File: src/rtl/timer_scheduler_pkg.sv
// rtl/timer_scheduler_pkg.sv - shared state encoding and client indices for the timer scheduler
package timer_scheduler_pkg;

   typedef enum logic [2:0] {
      ST_IDLE      = 3'd0,
      ST_SEL       = 3'd1,
      ST_START     = 3'd2,
      ST_WAIT_LOW  = 3'd3,
      ST_WAIT_HIGH = 3'd4,
      ST_DONE      = 3'd5
   } state_e;

   localparam int CL_MAIN  = 0;
   localparam int CL_ARM   = 1;
   localparam int CL_PASS  = 2;
   localparam int CL_SIREN = 3;

   // States in which the owner holds a live run that can be preempted, retriggered or cancelled
   function automatic logic is_running(input state_e s);
      return (s == ST_SEL) || (s == ST_START) || (s == ST_WAIT_LOW) || (s == ST_WAIT_HIGH);
   endfunction

endpackage

File: src/rtl/timer_scheduler_prio_pick.sv
// rtl/timer_scheduler_prio_pick.sv - fixed-priority picker, lowest index wins
module timer_scheduler_prio_pick #(
   parameter int N     = 4,
   parameter int IDX_W = (N > 1) ? $clog2(N) : 1
) (
   input  logic [N-1:0]     req,
   output logic [N-1:0]     onehot,
   output logic [IDX_W-1:0] index,
   output logic             valid
);

   // Scan from the top down so the lowest set bit is the last one written
   always_comb begin
      onehot = '0;
      index  = '0;
      valid  = 1'b0;
      for (int i = N - 1; i >= 0; i--) begin
         if (req[i]) begin
            onehot    = '0;
            onehot[i] = 1'b1;
            index     = IDX_W'(i);
            valid     = 1'b1;
         end
      end
   end

endmodule

File: src/rtl/timer_scheduler.sv
// rtl/timer_scheduler.sv - arbitrates the shared countdown timer among the alarm sub-FSMs
module timer_scheduler
   import timer_scheduler_pkg::*;
#(
   parameter int N_CLIENTS = 4,
   parameter int IW        = 2
) (
   input  logic                    clock,
   input  logic                    reset,
   input  logic [N_CLIENTS-1:0]    req,
   input  logic [N_CLIENTS*IW-1:0] req_interval,
   input  logic [N_CLIENTS-1:0]    cancel,
   input  logic                    expired,
   output logic [IW-1:0]           interval_sel,
   output logic                    start_timer,
   output logic                    busy,
   output logic [N_CLIENTS-1:0]    owner,
   output logic [N_CLIENTS-1:0]    done,
   output logic [N_CLIENTS-1:0]    aborted
);

   localparam int IDX_W = (N_CLIENTS > 1) ? $clog2(N_CLIENTS) : 1;

   state_e                        state_q, state_d;
   logic [N_CLIENTS-1:0]          pending_q, pending_d;
   logic [N_CLIENTS-1:0][IW-1:0]  int_q, int_d;
   logic [N_CLIENTS-1:0]          owner_q, owner_d;
   logic [IW-1:0]                 isel_q, isel_d;

   logic [N_CLIENTS-1:0]          consume;
   logic [N_CLIENTS-1:0]          gnt_oh, pre_oh;
   logic [IDX_W-1:0]              gnt_idx, pre_idx;
   logic                          gnt_vld, pre_vld;
   logic [IW-1:0]                 owner_req_int;
   logic                          running, owner_cancel, owner_retrig, preempt;

   // Grant candidate among all pending clients
   timer_scheduler_prio_pick #(.N(N_CLIENTS), .IDX_W(IDX_W)) u_grant_pick (
      .req    (pending_q),
      .onehot (gnt_oh),
      .index  (gnt_idx),
      .valid  (gnt_vld)
   );

   // Preemption candidate: only pending clients strictly above the owner in priority
   timer_scheduler_prio_pick #(.N(N_CLIENTS), .IDX_W(IDX_W)) u_preempt_pick (
      .req    (pending_q & (owner_q - N_CLIENTS'(1))),
      .onehot (pre_oh),
      .index  (pre_idx),
      .valid  (pre_vld)
   );

   // Qualify the busy-state events and select the owner's fresh interval for a retrigger
   always_comb begin
      running       = is_running(state_q);
      owner_cancel  = running && |(cancel & owner_q);
      owner_retrig  = running && |(req & owner_q);
      preempt       = running && pre_vld && !owner_cancel;
      owner_req_int = '0;
      for (int i = 0; i < N_CLIENTS; i++) begin
         int_d[i] = req[i] ? req_interval[i*IW +: IW] : int_q[i];
         if (owner_q[i]) begin
            owner_req_int = owner_req_int | req_interval[i*IW +: IW];
         end
      end
   end

   // Next state, ownership and interval select; priority is cancel > preempt > retrigger > expiry
   always_comb begin
      state_d = state_q;
      owner_d = owner_q;
      isel_d  = isel_q;
      consume = '0;
      case (state_q)
         ST_IDLE: begin
            if (gnt_vld) begin
               owner_d = gnt_oh;
               isel_d  = int_q[gnt_idx];
               consume = gnt_oh;
               state_d = ST_SEL;
            end
         end
         ST_SEL, ST_START, ST_WAIT_LOW, ST_WAIT_HIGH: begin
            if (owner_cancel) begin
               owner_d = '0;
               state_d = ST_IDLE;
            end else if (preempt) begin
               owner_d = pre_oh;
               isel_d  = int_q[pre_idx];
               consume = pre_oh;
               state_d = ST_SEL;
            end else if (owner_retrig) begin
               isel_d  = owner_req_int;
               consume = owner_q;
               state_d = ST_SEL;
            end else begin
               case (state_q)
                  ST_SEL:      state_d = ST_START;
                  ST_START:    state_d = ST_WAIT_LOW;
                  ST_WAIT_LOW: state_d = expired ? ST_WAIT_LOW : ST_WAIT_HIGH;
                  default:     state_d = expired ? ST_DONE : ST_WAIT_HIGH;
               endcase
            end
         end
         ST_DONE: begin
            owner_d = '0;
            state_d = ST_IDLE;
         end
         default: begin
            owner_d = '0;
            state_d = ST_IDLE;
         end
      endcase
      pending_d = (pending_q | req) & ~cancel & ~consume;
   end

   // Moore outputs from state, plus the abort pulse raised in the cycle the preemption is decided
   always_comb begin
      start_timer = (state_q == ST_START);
      busy        = (state_q != ST_IDLE);
      done        = (state_q == ST_DONE) ? owner_q : '0;
      aborted     = preempt ? owner_q : '0;
   end

   assign owner        = owner_q;
   assign interval_sel = isel_q;

   // State and datapath registers; reset drops any owner without a done or aborted pulse
   always_ff @(posedge clock or posedge reset) begin
      if (reset) begin
         state_q   <= ST_IDLE;
         pending_q <= '0;
         int_q     <= '0;
         owner_q   <= '0;
         isel_q    <= '0;
      end else begin
         state_q   <= state_d;
         pending_q <= pending_d;
         int_q     <= int_d;
         owner_q   <= owner_d;
         isel_q    <= isel_d;
      end
   end

endmodule

File: config.mk
export PLATFORM = sky130hd
export DESIGN_NAME = timer_scheduler
export DESIGN_NICKNAME = d
export VERILOG_FILES = /design/src/rtl/timer_scheduler_pkg.sv /design/src/rtl/timer_scheduler_prio_pick.sv /design/src/rtl/timer_scheduler.sv
export SDC_FILE = /design/constraint.sdc
export NUM_CORES = 1
export LEC_CHECK = 0
export BUFFER_PORTS_ARGS = -buffer_cell sky130_fd_sc_hd__clkbuf_2
export CAP_MARGIN = 10
export CORE_ASPECT_RATIO = 1.2
export CORE_MARGIN = 2
export CORE_UTILIZATION = 40
export CTS_CLUSTER_DIAMETER = 120
export DETAILED_ROUTE_END_ITERATION = 7
export PLACE_DENSITY = 0.68
export SYNTH_ARGS = -nofsm -noshare
export SYNTH_HDL_FRONTEND = slang
export SYNTH_SLANG_ARGS = --single-unit
File: constraint.sdc
create_clock -name clock -period 5.7 [get_ports clock]
set_input_delay 0 -clock clock [delete_from_list [all_inputs] [get_ports clock]]
set_output_delay 0 -clock clock [all_outputs]
set_load 0.005 [all_outputs]
==> results_dict.tcl <==
set metrics [dict create \
    synth_simple_gate_area_share_pct 24.2 \
    path_buf_inv 2 \
    synthAdderAreaFrac_pct 0.823 \
    clkSinkCount 21 \
    seqPwrFrac_pct 29.4 \
    synth_cell_types 60 \
    cts_setup_buffers 0 \
    rr_worst_depth 7 \
    power.internal_mw 0.498 \
    cp.required_ns 5.70 \
    hold_buffers 9 \
    dpl_cell_area_sq_um 1700 \
    pwr-share-comb_pct 60.3 \
    routabilityCongestion 0.963 \
    die_w_um 60.3 \
    synthMuxAreaShare_pct 6.67 \
    path_class "reg2out" \
    crit_path_top_delay_cell "dfrtp_1" \
    drtIter0Drc 69 \
    finalInstanceArea_sq_um 1840 \
    worstPathArrival_ns 2.38 \
    ys_seq_elements 21 \
    detail-route-antenna-nets 0 \
    synthesis.area_sq_um 1520 \
    coreArea_sq_um 3630 \
    totalWireLength_um 4210 \
    syn_inst 159 \
    final_common_cell "clkbuf_2" \
    initial_utilization_pct 41.8 \
    synth_area_leaders "dfrtp_1, mux2_2, and3_1, nor2b_1, nand2_1" \
    synth_edf_count 0 \
    critPathTopFamily "flip-flops" \
    cts_tree "yes" \
    critPathLaunch "owner[0]$_DFFE_PP0P_" \
    rsz0062_at_grt "false" \
    power.switching_mw 0.467 \
    path_clk_slew_ns 0.08 \
    yosysTopAreaCellShare_pct 34.6 \
    place_ws_ns 3.37 \
    crit_path_start_kind "flop" \
    finalCoreUtilization_pct 50.6 \
    cp_max_fo 14 \
    nets 218 \
    hold_path_depth 2 \
    grt_pass1_wl_um 7130 \
    grt_usage_pct 21.4 \
    slew-limit-headroom_pct 46.7 \
    syn_to_final_growth_pct 20.9 \
    synth_top_family_by_area "compound AO/OA/AOI/OAI gates" \
    finalMaxSlewViolations 0 \
    avgSynthCellArea_sq_um 9.56 \
    htreeDepth 1 \
    wl_per_cell_um 16.9 \
    antenna_cells 0 \
    period_needed_ns 2.38 \
    final_cell_mix "clkbuf_2, dfrtp_1, nand2_1, nor2_1" \
    fin_crit_sh_pct 41.8 \
    hp-class "in2reg" \
    r2r_end "pending_q[2]$_DFF_PP0_" \
    drive_above_1_share_pct 29.9 \
    peakVddDrop_mv 0.256 \
    die_area_sq_um 4310 \
    die_y_um 71.5 \
    num_vias 1491 \
    synth-compound-area-share_pct 28.1 \
    worst_slew_pin_slew_ns 0.799 \
    layout_setup_ws_ns 3.32 \
    cpPeakStageDelay_ns 0.63 \
    clk_latency_ns 0.26 \
    yosysWarningCount 0 \
    io_pins 35 \
    synthArstFlopShare_pct 100 \
    port_buffers 34 \
    drv_cap 0 \
    grt_max_degree 22 \
    hold_viol 0 \
    vias_per_cell 5.99 \
    clock-root-buffer "clkbuf_8" \
    timing.fmax_ghz 0.420 \
    worst-path-stages 7 \
    syn-num-nets 179 \
    path_cells "inv_2 -> ha_1 -> nor2b_1 -> a21oi_1 -> nand3_2 -> and3_1 -> clkbuf_2" \
    antenna_found_initial 0 \
    r2r_slack_ns 3.33 \
    clock_skew_ns 0.00343 \
    worstSetupEndpointType "output port" \
    first_global_vias 1576 \
    p_leak_nw 0.839 \
    crit_end "aborted[3]" \
    dpl.hpwl_um 3220 \
    status "completed" \
    sw_frac_of_total_pct 48.4 \
    cts_buffers 3 \
    synth-xor-area-share_pct 1.15 \
    r2r_start "owner[0]$_DFFE_PP0P_" \
    post_cts_resized 0 \
    yosys.area.top_type "dfrtp_1" \
    grt.overflow.total 0 \
    setup-violations-final 0 \
    dr.pass1.iters 4 \
    fin_setup_tns_ns 0 \
    p_clk_share_pct 10.3 \
    ys_seq_area_share_pct 34.6 \
    clockBufferDepth 2 \
    rows 24 \
    synth_ff_type "dfrtp_1" \
    power_density_nw_per_um2 525 \
    drc 0 \
]
worst min-delay path by stage:
stage	from	to	slack (ns)
after floorplan	reset	int_q[0]$_DFFE_PP0P_	-0.02
after global placement	reset	owner[3]$_DFFE_PP0P_	0.16
after detailed placement	reset	owner[3]$_DFFE_PP0P_	0.18
after CTS	req_interval[0]	int_q[0]$_DFFE_PP0P_	0.00009
after global routing	req_interval[0]	int_q[0]$_DFFE_PP0P_	0.003
final	req_interval[2]	int_q[2]$_DFFE_PP0P_	0.01
state kept, by name, summed over array words and instances, names as in the netlist:
name	count
interval_sel	2
pending_q	4
int_q	8
state_q	3
owner	4
cells in the mapped netlist, types with 2 or more instances:
cell type	instances
a2111oi_1	2
a21o_1	2
a21oi_1	6
a221oi_1	3
a22o_1	4
a22oi_1	4
and2_1	4
and3_1	7
and3b_1	2
buf_2	3
buf_4	2
clkbuf_1	3
dfrtp_1	21
inv_1	3
mux2_2	9
nand2_1	11
nand2b_1	2
nor2_1	10
nor2b_1	7
nor3_1	4
o211ai_1	3
o21ai_0	4
o21ai_1	4
o311a_1	3
layer usage:
layer	track usage, %	routed length, um
met4	8.89	105
met1	26.8	1690
met3	2.35	295
met5	0	0
met2	36.6	2130
final cells by class:
type                       instances  area [sq um]
fill                             357          1800
multi-input combinational        125           927
sequential                        21           526
timing repair buffer              43           260
tap                               52          65.1
clock buffer                       4          45.0
inverter                           4          15.0
logic make-up (layout without fill, tap and decap cells):
family / after synthesis / count (layout)
muxes: 9 / 9
AOI/OAI and AO/OA: 54 / 54
xor gates and xnor gates: 2 / 2
DFF: 21 / 21
and+or+nand+nor: 59 / 59
adders and majority gates: 1 / 1
buffers and inverters: 13 / 51
worst reg2reg max path, cell delays in order (launching register included):
cell and delay, ns:
dfrtp_1 0.63, inv_2 0.11, ha_1 0.25, xor2_1 0.16
a221o_1 0.40, nor4_2 0.44, nand2_1 0.09, and3_1 0.18
power by group through the flow:
stage / clock network (mW) / logic (mW) / registers [mW]
global route: 0.110 / 0.637 / 0.292
floorplan: 0 / 0.491 / 0.229
CTS: 0.103 / 0.575 / 0.281
detailed placement: 0 / 0.568 / 0.284
finish: 0.0996 / 0.582 / 0.283
global placement: 0 / 0.558 / 0.280
through the flow:
stage          instances  hold slack (ns)  total power, mW
6_report             249           0.0118            0.965
5_1_grt              249          0.00264             1.04
4_1_cts              249        0.0000926            0.958
3_5_place_dp         236            0.179            0.851
3_3_place_gp         236            0.164            0.838
2_1_floorplan        159          -0.0235            0.720
No activity file was read; power rests on OpenSTA's default activity.
